<file path="config.mk">
export PLATFORM = sky130hd
export DESIGN_NAME = fft_frame_ctrl
export DESIGN_NICKNAME = d
export VERILOG_FILES = /design/src/rtl/fft_ctrl_pkg.sv /design/src/rtl/fft_out_tagger.sv /design/src/rtl/fft_frame_ctrl.sv
export SDC_FILE = /design/constraint.sdc
export NUM_CORES = 1
export LEC_CHECK = 0
export CAP_MARGIN = 10
export CORE_UTILIZATION = 24
export DETAILED_ROUTE_END_ITERATION = 7
export MAX_ROUTING_LAYER = met4
export PLACE_DENSITY = 0.53
export SYNTH_ARGS = -nofsm -noshare
export SYNTH_HDL_FRONTEND = slang
export SYNTH_SLANG_ARGS = --single-unit
export TNS_END_PERCENT = 50
</file>
<file path="constraint.sdc">
create_clock -name sys_clk -period 2.4 [get_ports sys_clk]
set_clock_uncertainty 0.05 [all_clocks]
set_input_delay 0.36 -clock sys_clk [delete_from_list [all_inputs] [get_ports sys_clk]]
set_output_delay 0.36 -clock sys_clk [all_outputs]
set_load 0.05 [all_outputs]
</file>
<file path="src/rtl/fft_ctrl_pkg.sv">
// Shared types and defaults for the xfft frame sequencer.
package fft_ctrl_pkg;

  typedef enum logic [2:0] {
    ST_IDLE,
    ST_CONFIG,
    ST_LOAD,
    ST_DRAIN,
    ST_DONE
  } state_e;

  // Config word bit that selects forward transform when set.
  localparam int CFG_FWD       = 0;
  localparam int NFFT_LOG2_DEF = 10;
  localparam int DATA_W_DEF    = 16;
  localparam int CFG_W_DEF     = 8;

endpackage

</file>
<file path="src/rtl/fft_out_tagger.sv">
// Output side of the sequencer: accepts core result beats, tags them with a
// bin index, registers them, and flags frame-boundary (tlast) mismatches.
module fft_out_tagger
  import fft_ctrl_pkg::*;
#(
  parameter int NFFT_LOG2 = NFFT_LOG2_DEF,
  parameter int DATA_W    = DATA_W_DEF
) (
  input  logic                  sys_clk_i,
  input  logic                  sys_rst_i,
  input  logic                  en_i,
  input  logic                  cnt_clr_i,
  input  logic                  err_clr_i,
  input  logic [2*DATA_W-1:0]   m_tdata_i,
  input  logic                  m_tvalid_i,
  input  logic                  m_tlast_i,
  output logic                  last_beat_o,
  output logic [DATA_W-1:0]     out_re_o,
  output logic [DATA_W-1:0]     out_im_o,
  output logic [NFFT_LOG2-1:0]  out_idx_o,
  output logic                  out_valid_o,
  output logic                  out_last_o,
  output logic                  err_o
);

  logic [NFFT_LOG2-1:0] out_cnt_q;
  logic [DATA_W-1:0]    out_re_q;
  logic [DATA_W-1:0]    out_im_q;
  logic [NFFT_LOG2-1:0] out_idx_q;
  logic                 out_valid_q;
  logic                 out_last_q;
  logic                 err_q;
  logic                 beat;
  logic                 at_last;

  assign beat        = en_i && m_tvalid_i;
  assign at_last     = (out_cnt_q == '1);
  assign last_beat_o = beat && at_last;

  always_ff @(posedge sys_clk_i) begin
    if (sys_rst_i) begin
      out_cnt_q   <= '0;
      out_re_q    <= '0;
      out_im_q    <= '0;
      out_idx_q   <= '0;
      out_valid_q <= 1'b0;
      out_last_q  <= 1'b0;
      err_q       <= 1'b0;
    end else begin
      out_valid_q <= beat;
      out_last_q  <= beat && at_last;
      if (beat) begin
        out_re_q  <= m_tdata_i[DATA_W-1:0];
        out_im_q  <= m_tdata_i[2*DATA_W-1:DATA_W];
        out_idx_q <= out_cnt_q;
        out_cnt_q <= out_cnt_q + 1'b1;
        // tlast must coincide exactly with the final bin
        if (m_tlast_i != at_last) err_q <= 1'b1;
      end
      if (cnt_clr_i) out_cnt_q <= '0;
      if (err_clr_i) err_q <= 1'b0;
    end
  end

  assign out_re_o    = out_re_q;
  assign out_im_o    = out_im_q;
  assign out_idx_o   = out_idx_q;
  assign out_valid_o = out_valid_q;
  assign out_last_o  = out_last_q;
  assign err_o       = err_q;

endmodule

</file>
<file path="src/rtl/fft_frame_ctrl.sv">
// Frame sequencer for the xfft AXI-Stream ports: config, N-sample load with
// tlast, N-bin drain with index tagging, single-shot or continuous operation.
module fft_frame_ctrl
  import fft_ctrl_pkg::*;
#(
  parameter int NFFT_LOG2 = NFFT_LOG2_DEF,
  parameter int DATA_W    = DATA_W_DEF,
  parameter int CFG_W     = CFG_W_DEF
) (
  input  logic                  sys_clk,
  input  logic                  sys_rst,
  input  logic                  start,
  input  logic                  dir_ifft,
  input  logic                  continuous,
  input  logic                  stop,
  input  logic [DATA_W-1:0]     src_re,
  input  logic [DATA_W-1:0]     src_im,
  input  logic                  src_valid,
  output logic                  src_ready,
  output logic [CFG_W-1:0]      cfg_tdata,
  output logic                  cfg_tvalid,
  input  logic                  cfg_tready,
  output logic [2*DATA_W-1:0]   s_tdata,
  output logic                  s_tvalid,
  input  logic                  s_tready,
  output logic                  s_tlast,
  input  logic [2*DATA_W-1:0]   m_tdata,
  input  logic                  m_tvalid,
  input  logic                  m_tlast,
  output logic                  m_tready,
  output logic [DATA_W-1:0]     out_re,
  output logic [DATA_W-1:0]     out_im,
  output logic [NFFT_LOG2-1:0]  out_idx,
  output logic                  out_valid,
  output logic                  out_last,
  output logic                  busy,
  output logic                  frame_done,
  output logic                  err_tlast,
  output logic [15:0]           frame_cnt
);

  localparam logic [NFFT_LOG2-1:0] LAST_IDX = '1;

  state_e               state_q;
  logic [NFFT_LOG2-1:0] in_cnt_q;
  logic [CFG_W-1:0]     cfg_q;
  logic [CFG_W-1:0]     cfg_d;
  logic                 stop_pend_q;
  logic                 frame_done_q;
  logic [15:0]          frame_cnt_q;
  logic                 in_load;
  logic                 in_xfer;
  logic                 in_last_xfer;
  logic                 start_ok;
  logic                 last_beat;

  always_comb begin
    cfg_d          = '0;
    cfg_d[CFG_FWD] = ~dir_ifft;
  end

  assign in_load      = (state_q == ST_LOAD);
  assign in_xfer      = in_load && src_valid && s_tready;
  assign in_last_xfer = in_xfer && (in_cnt_q == LAST_IDX);
  assign start_ok     = (state_q == ST_IDLE) && start;

  always_ff @(posedge sys_clk) begin
    if (sys_rst) begin
      state_q      <= ST_IDLE;
      in_cnt_q     <= '0;
      cfg_q        <= '0;
      stop_pend_q  <= 1'b0;
      frame_done_q <= 1'b0;
      frame_cnt_q  <= '0;
    end else begin
      frame_done_q <= 1'b0;
      if (state_q != ST_IDLE && stop) stop_pend_q <= 1'b1;
      case (state_q)
        ST_IDLE: begin
          if (start) begin
            state_q     <= ST_CONFIG;
            cfg_q       <= cfg_d;
            // a stop arriving with start still allows exactly one frame
            stop_pend_q <= stop;
          end
        end
        ST_CONFIG: begin
          if (cfg_tready) begin
            state_q  <= ST_LOAD;
            in_cnt_q <= '0;
          end
        end
        ST_LOAD: begin
          if (in_xfer) begin
            in_cnt_q <= in_cnt_q + 1'b1;
            if (in_cnt_q == LAST_IDX) state_q <= ST_DRAIN;
          end
        end
        ST_DRAIN: begin
          if (last_beat) begin
            state_q      <= ST_DONE;
            frame_done_q <= 1'b1;
            frame_cnt_q  <= frame_cnt_q + 16'd1;
          end
        end
        ST_DONE: begin
          if (continuous && !stop_pend_q && !stop) begin
            state_q <= ST_CONFIG;
            cfg_q   <= cfg_d;
          end else begin
            state_q     <= ST_IDLE;
            stop_pend_q <= 1'b0;
          end
        end
        default: state_q <= ST_IDLE;
      endcase
    end
  end

  fft_out_tagger #(
    .NFFT_LOG2 (NFFT_LOG2),
    .DATA_W    (DATA_W)
  ) u_tagger (
    .sys_clk_i   (sys_clk),
    .sys_rst_i   (sys_rst),
    .en_i        (state_q == ST_DRAIN),
    .cnt_clr_i   (in_last_xfer),
    .err_clr_i   (start_ok),
    .m_tdata_i   (m_tdata),
    .m_tvalid_i  (m_tvalid),
    .m_tlast_i   (m_tlast),
    .last_beat_o (last_beat),
    .out_re_o    (out_re),
    .out_im_o    (out_im),
    .out_idx_o   (out_idx),
    .out_valid_o (out_valid),
    .out_last_o  (out_last),
    .err_o       (err_tlast)
  );

  assign busy       = (state_q != ST_IDLE);
  assign cfg_tvalid = (state_q == ST_CONFIG);
  assign cfg_tdata  = cfg_q;
  assign s_tvalid   = in_load && src_valid;
  assign src_ready  = in_load && s_tready;
  assign s_tdata    = in_load ? {src_im, src_re} : '0;
  assign s_tlast    = in_load && (in_cnt_q == LAST_IDX);
  assign m_tready   = (state_q == ST_DRAIN);
  assign frame_done = frame_done_q;
  assign frame_cnt  = frame_cnt_q;

endmodule

</file>
==> impl_metrics.ini, run 1 <==
[clock_tree]
tritoncts = yes
htree_levels = 3
cts_setup_buffers = 0
cts.path.max_buffers = 2
numCtsBuffers = 9
clkTransAtPathRegs_ns = 0.06
cts_num_sinks = 87
clk_latency_ns = 0.34
root_buffer = clkbuf_16
holdBufCountCts = 0
cts_resized = 0

[worst_setup_path]
cp.required_ns = 2.62
crit_chain = ha_1 -> nand4_1 -> or4_4 -> buf_4 -> or3_1 -> a21oi_1
rr_endpoint = frame_cnt[5]
reg2reg_depth = 6
crit-reg2reg-launch = u_tagger.out_cnt_q[0]
path_max_fanout = 7
cpMaxStageDelayCell = or4_4
path_class = reg -> reg
cp.arrival_ns = 2.44
r2r_slack_ns = 0.18
end_kind = flip-flop
cpPeakStageDelay_ns = 0.55
cp-start-kind = flip-flop

[synth]
yosys_most_used_dff = dfxtp_1
yosys.cell_count.top_type = nand2_1
synth_common_cells = nand2_1, dfxtp_1, a21oi_1, and2_1, nor2_1
yosysWarningCount = 0
synthTopCellsByArea = dfxtp_1, nand2_1, a21oi_1
yosysUniqueCellTypes = 43
synth_enable_flop_cells = 0
syn_avg_cell_area_sq_um = 8.07
ys_ff_latch = 87
yosysTopAreaCell = dfxtp_1
synth_top_area_frac = 0.452
yosysSeqAreaShare = 0.452
synthArstFlopShare = 0
synthCells = 477
synth_area_sq_um = 3850

[place]
pre_cts_slack_ns = -0.0502
place.gp.congestion = 0.810
port_buffers = 175
dpl.hpwl_um = 9140

[route]
wl_um = 11900
wl_per_cell_um = 13.8
vias = 3895
drt_pass1_iterations = 4
drtIter0Drc = 141
drc = 0
vias_per_cell = 4.51
ant_nets = 0

[finish]
syn_to_final_growth_pct = 68.7
drive_gt1_frac = 0.121
utilization = 0.421
fill_cells = 1522
fin_nets = 726

[sta]
slew_violations = 0
fmax_ghz = 0.451
period_minus_slack_ns = 2.22
finalCritPeriodShare = 0.924
final_hold_viol_count = 0
slew_headroom = 0.607
rsz0062_at_grt = no
worst_pin_slew_ns = 0.588
fin_ws_ns = 0.182
setup_viol = 0
fin_tns_setup_ns = 0

[pwr]
powerDensity_nw_per_um2 = 632
ir_worst_vdd_v = 0.000403
p_leak_nw = 2.26

[hold_path]
hold_depth = 2
min_from = sys_rst
min_to = in_cnt_q[0]
hp-class = in -> reg

[global_routing]
grt.overflow.total = 0
grt_pass1_wl_um = 18800
track_usage = 0.152
grt_pass1_vias = 3721
grt_max_degree = 50
antenna_found_initial = 0

[die]
die-area_sq_um = 16600
row_count = 45
ioPinCount = 183
start_util = 0.250
die_h_um = 129
coreArea_sq_um = 15400
die_w_um = 129

[flow_run]
cap_violations = 0

[status]
outcome = finished, final reports clean
[flip-flops by register name (all words and copies together) (netlist names)]
register,count
frame_done,1
u_tagger.out_valid_o,1
cfg_tdata,1
state_q,3
u_tagger.out_im_o,16
u_tagger.out_idx_o,10
stop_pend_q,1
u_tagger.out_last_o,1
u_tagger.out_re_o,16
u_tagger.err_o,1
in_cnt_q,10
u_tagger.out_cnt_q,10
frame_cnt,16
[layout make-up]
type / count / area (sq um) / share of cell area
flip-flops and latches: 87 / 1740 / 0.268
clock inverters: 6 / 62.6 / 0.00963
multi-input cells: 351 / 1940 / 0.299
inverters: 7 / 26.3 / 0.00405
clock buffers: 9 / 225 / 0.0347
repair buffers: 192 / 2230 / 0.343
well taps: 211 / 264 / 0.0407
diodes: 1 / 2.50 / 0.000385
[critical path: cells and delay by family (launching register included)]
family	cells	cell delay, ns
buf+inv	1	0.18
compound gates	1	0.15
simple gates	3	1.09
fa+ha+maj	1	0.25
flops	1	0.44
[kinds of logic after synthesis]
logic type	Yosys count	synth area share
DFF	87	0.452
and+or+nand+nor	224	0.295
adders and majority gates	3	0.00975
buffers and inverters	45	0.0536
muxes	3	0.00780
other	1	0.000974
xor gates and xnor gates	17	0.0387
AOI/OAI and AO/OA	97	0.141
[metrics by stage]
stage	area, sq um	power [mW]	hold WS [ns]	cells
2_1_floorplan	3880	2.16	0.402	483
3_3_place_gp	6200	2.75	0.392	848
3_5_place_dp	6200	2.76	0.396	848
4_1_cts	6480	4.16	0.191	863
5_1_grt	6490	4.27	0.206	863
6_report	6490	4.10	0.211	864
[cell usage in the layout (no fill, tap or decap), types with 2 or more instances in the layout]
cell and n:
clkdlybuf4s50_1 136, nand2_1 97, dfxtp_1 87, a21oi_1 64, buf_12 36, and2_1 34, nor2_1 27, buf_4 19
nand3_1 12, xnor2_1 11, o21ai_0 11, nand4_1 10, or3_1 9, clkbuf_16 9, inv_1 7, or4_1 7
a211oi_1 7, conb_1 7, o31ai_1 6, xor2_1 6, nor3_1 5, and3_1 4, mux2i_1 3, and4_1 3
ha_1 3, clkinv_2 3, nor3b_2 2, nand4b_1 2, a21o_1 2, nand2b_1 2, a31o_2 2, nor4_1 2
a2111oi_0 2, clkinv_4 2
[how the worst max path moves through the flow]
stage / startpoint / end / slack, ns / cells after the start
5_1_grt: u_tagger.out_cnt_q[0] / frame_cnt[5] / 0.05 / 6
3_5_place_dp: m_tvalid / frame_cnt[5] / -0.05 / 6
6_report: u_tagger.out_cnt_q[0] / frame_cnt[5] / 0.18 / 6
2_1_floorplan: state_q[0] / in_cnt_q[9] / 0.22 / 6
3_3_place_gp: m_tvalid / frame_cnt[9] / -0.003 / 6
4_1_cts: state_q[1] / s_tdata[0] / 0.05 / 4
[routing by layer]
layer | GRT usage | up-vias | wire length (um)
met5 | - | - | 0
met4 | 0.0457 | 0 | 113
met3 | 0.0615 | 7 | 1080
met2 | 0.244 | 148 | 5660
met1 | 0.173 | 1783 | 5060
li1 | - | 1957 | -
[report_power, final]
group          switching, mW  leakage, nW  internal [mW]
Sequential            0.0288        0.702           1.48
Clock                  0.583        0.145          0.799
Combinational          0.675         1.42          0.541
Total                   1.29         2.26           2.81
Note: power is estimated with default switching activity, not from simulation.
==> run 2: changes to the inputs <==
REMOVE_ABC_BUFFERS = 1   (was default)
SLEW_MARGIN = 10   (was default)
==> run 2 against run 1 <==
Wire length down 3.7%. Sequential cell count did not move. Sequential share of layout area down 0.22 points. Register-to-register slack improved by 0.08 ns. Maximum frequency down 2.5%. Die area is the same. Non-clock buffer count is 1 lower. Worst setup slack lost 0.057 ns. Clock-buffer cell count rose by 1. Final cell count shrank 0.23%. Critical path depth fell by 2. Critical endpoint is now s_tdata[8]. Largest power group is now the clock network.
==> impl_metrics.ini, run 2 (synthesis gave the netlist of run 1 again) <==
[sta]
final_hold_viol_count = 0
fmax_ghz = 0.440
fin_tns_setup_ns = 0
slew_headroom = 0.616
worst_pin_slew_ns = 0.574
period_minus_slack_ns = 2.28
slew_violations = 0
setup_viol = 0
rsz0062_at_grt = no
finalCritPeriodShare = 0.948

[hold_path]
hold_depth = 2
hp-class = in -> reg

[finish]
final_cells = 862
layout_commonest_cell = clkdlybuf4s50_1
drive_gt1_frac = 0.112
mostFrequentLayoutCells = clkdlybuf4s50_1, nand2_1, dfxtp_1
syn_to_final_growth_pct = 70.0
fin_nets = 725

[worst_setup_path]
end_kind = primary output
cp-start-kind = flip-flop
crit_buf_inv = 2
cpMaxStageDelayCell = dfxtp_1
crit_chain = nor3b_2 -> buf_4 -> and2_1 -> buf_12
cp_num_cells = 4
cp.arrival_ns = 1.87
path_max_fanout = 18
crit_family = simple AND/OR/NAND/NOR gates
cp.required_ns = 1.99
path_class = reg -> out
reg2reg_depth = 6
cpPeakStageDelay_ns = 0.50

[route]
drt_pass1_iterations = 4
ant_nets = 0
vias_per_cell = 4.48
drc = 0
wl_um = 11500
vias = 3860
drtIter0Drc = 186
wl_per_cell_um = 13.3

[die]
die_h_um = 129
die-area_sq_um = 16600
coreArea_sq_um = 15400
ioPinCount = 183
start_util = 0.250
die_w_um = 129
row_count = 45

[global_routing]
grt_pass1_vias = 3763
grt.overflow.total = 0
antenna_found_initial = 1
grt_max_degree = 50
grt_pass1_wl_um = 18900
track_usage = 0.148

[place]
port_buffers = 175
place.gp.congestion = 0.788
dp_cells = 847
dpl.hpwl_um = 8620

[clock_tree]
cts_setup_buffers = 0
clkTransAtPathRegs_ns = 0.06
root_buffer = clkbuf_16
cts_resized = 0
cts_num_sinks = 87
htree_levels = 3
tritoncts = yes
numCtsBuffers = 9
cts.path.max_buffers = 2
holdBufCountCts = 0
clk_latency_ns = 0.33

[pwr]
ir_worst_vdd_v = 0.000358
p_leak_nw = 2.28
powerDensity_nw_per_um2 = 665

[flow_run]
cap_violations = 0

[status]
outcome = finished, final reports clean
## run 2: cell count changes in the layout (fill, tap and decap cells not counted), moves of 2 or more
cell / delta
bufinv_16: +3
clkinv_2: -3
buf_4: -3
clkinv_4: -2
nor3b_1: +2
## run 2: per-stage QoR
| step | power (mW) | utilization | instance area [sq um] | hold WS [ns] | setup slack, ns |
|---|---|---|---|---|---|
| floorplan | 2.11 | - | 3690 | 0.379 | -0.220 |
| global placement | 2.74 | 0.402 | 6190 | 0.392 | 0.0166 |
| detailed placement | 2.75 | 0.402 | 6190 | 0.398 | -0.0165 |
| CTS | 4.42 | 0.424 | 6540 | 0.293 | 0.0758 |
| global route | 4.53 | 0.424 | 6550 | 0.307 | 0.00321 |
| finish | 4.36 | 0.424 | 6550 | 0.299 | 0.125 |
## run 2: where the power goes
| part | internal (mW) | switching (mW) |
|---|---|---|
| Clock | 1.11 | 0.536 |
| Combinational | 0.540 | 0.659 |
| Sequential | 1.48 | 0.0345 |
## run 2: worst paths after layout
check,startpoint,endpoint,slack (ns)
max,state_q[1],s_tdata[8],0.12
min,sys_rst,in_cnt_q[0],0.30
max reg2reg,u_tagger.out_cnt_q[0],frame_cnt[6],0.26
min reg2reg,u_tagger.out_im_o[7],u_tagger.out_im_o[7],0.40
## run 2: metal layers
metal,wire length (um),vias up,track usage
met5,0,-,-
met4,91,0,0.0311
met3,614,7,0.0387
met2,5570,101,0.243
met1,5210,1800,0.182
li1,-,1952,-
## run 2: final cells by class
cell class / instances / area (sq um)
Clock buffer: 10 / 229
Antenna cell: 1 / 2.50
Tap cell: 211 / 264
Multi-Input combinational cell: 351 / 1930
Inverter: 7 / 26.3
Fill cell: 1556 / 8880
Timing Repair Buffer: 191 / 2240
Clock inverter: 4 / 120
Sequential cell: 87 / 1740
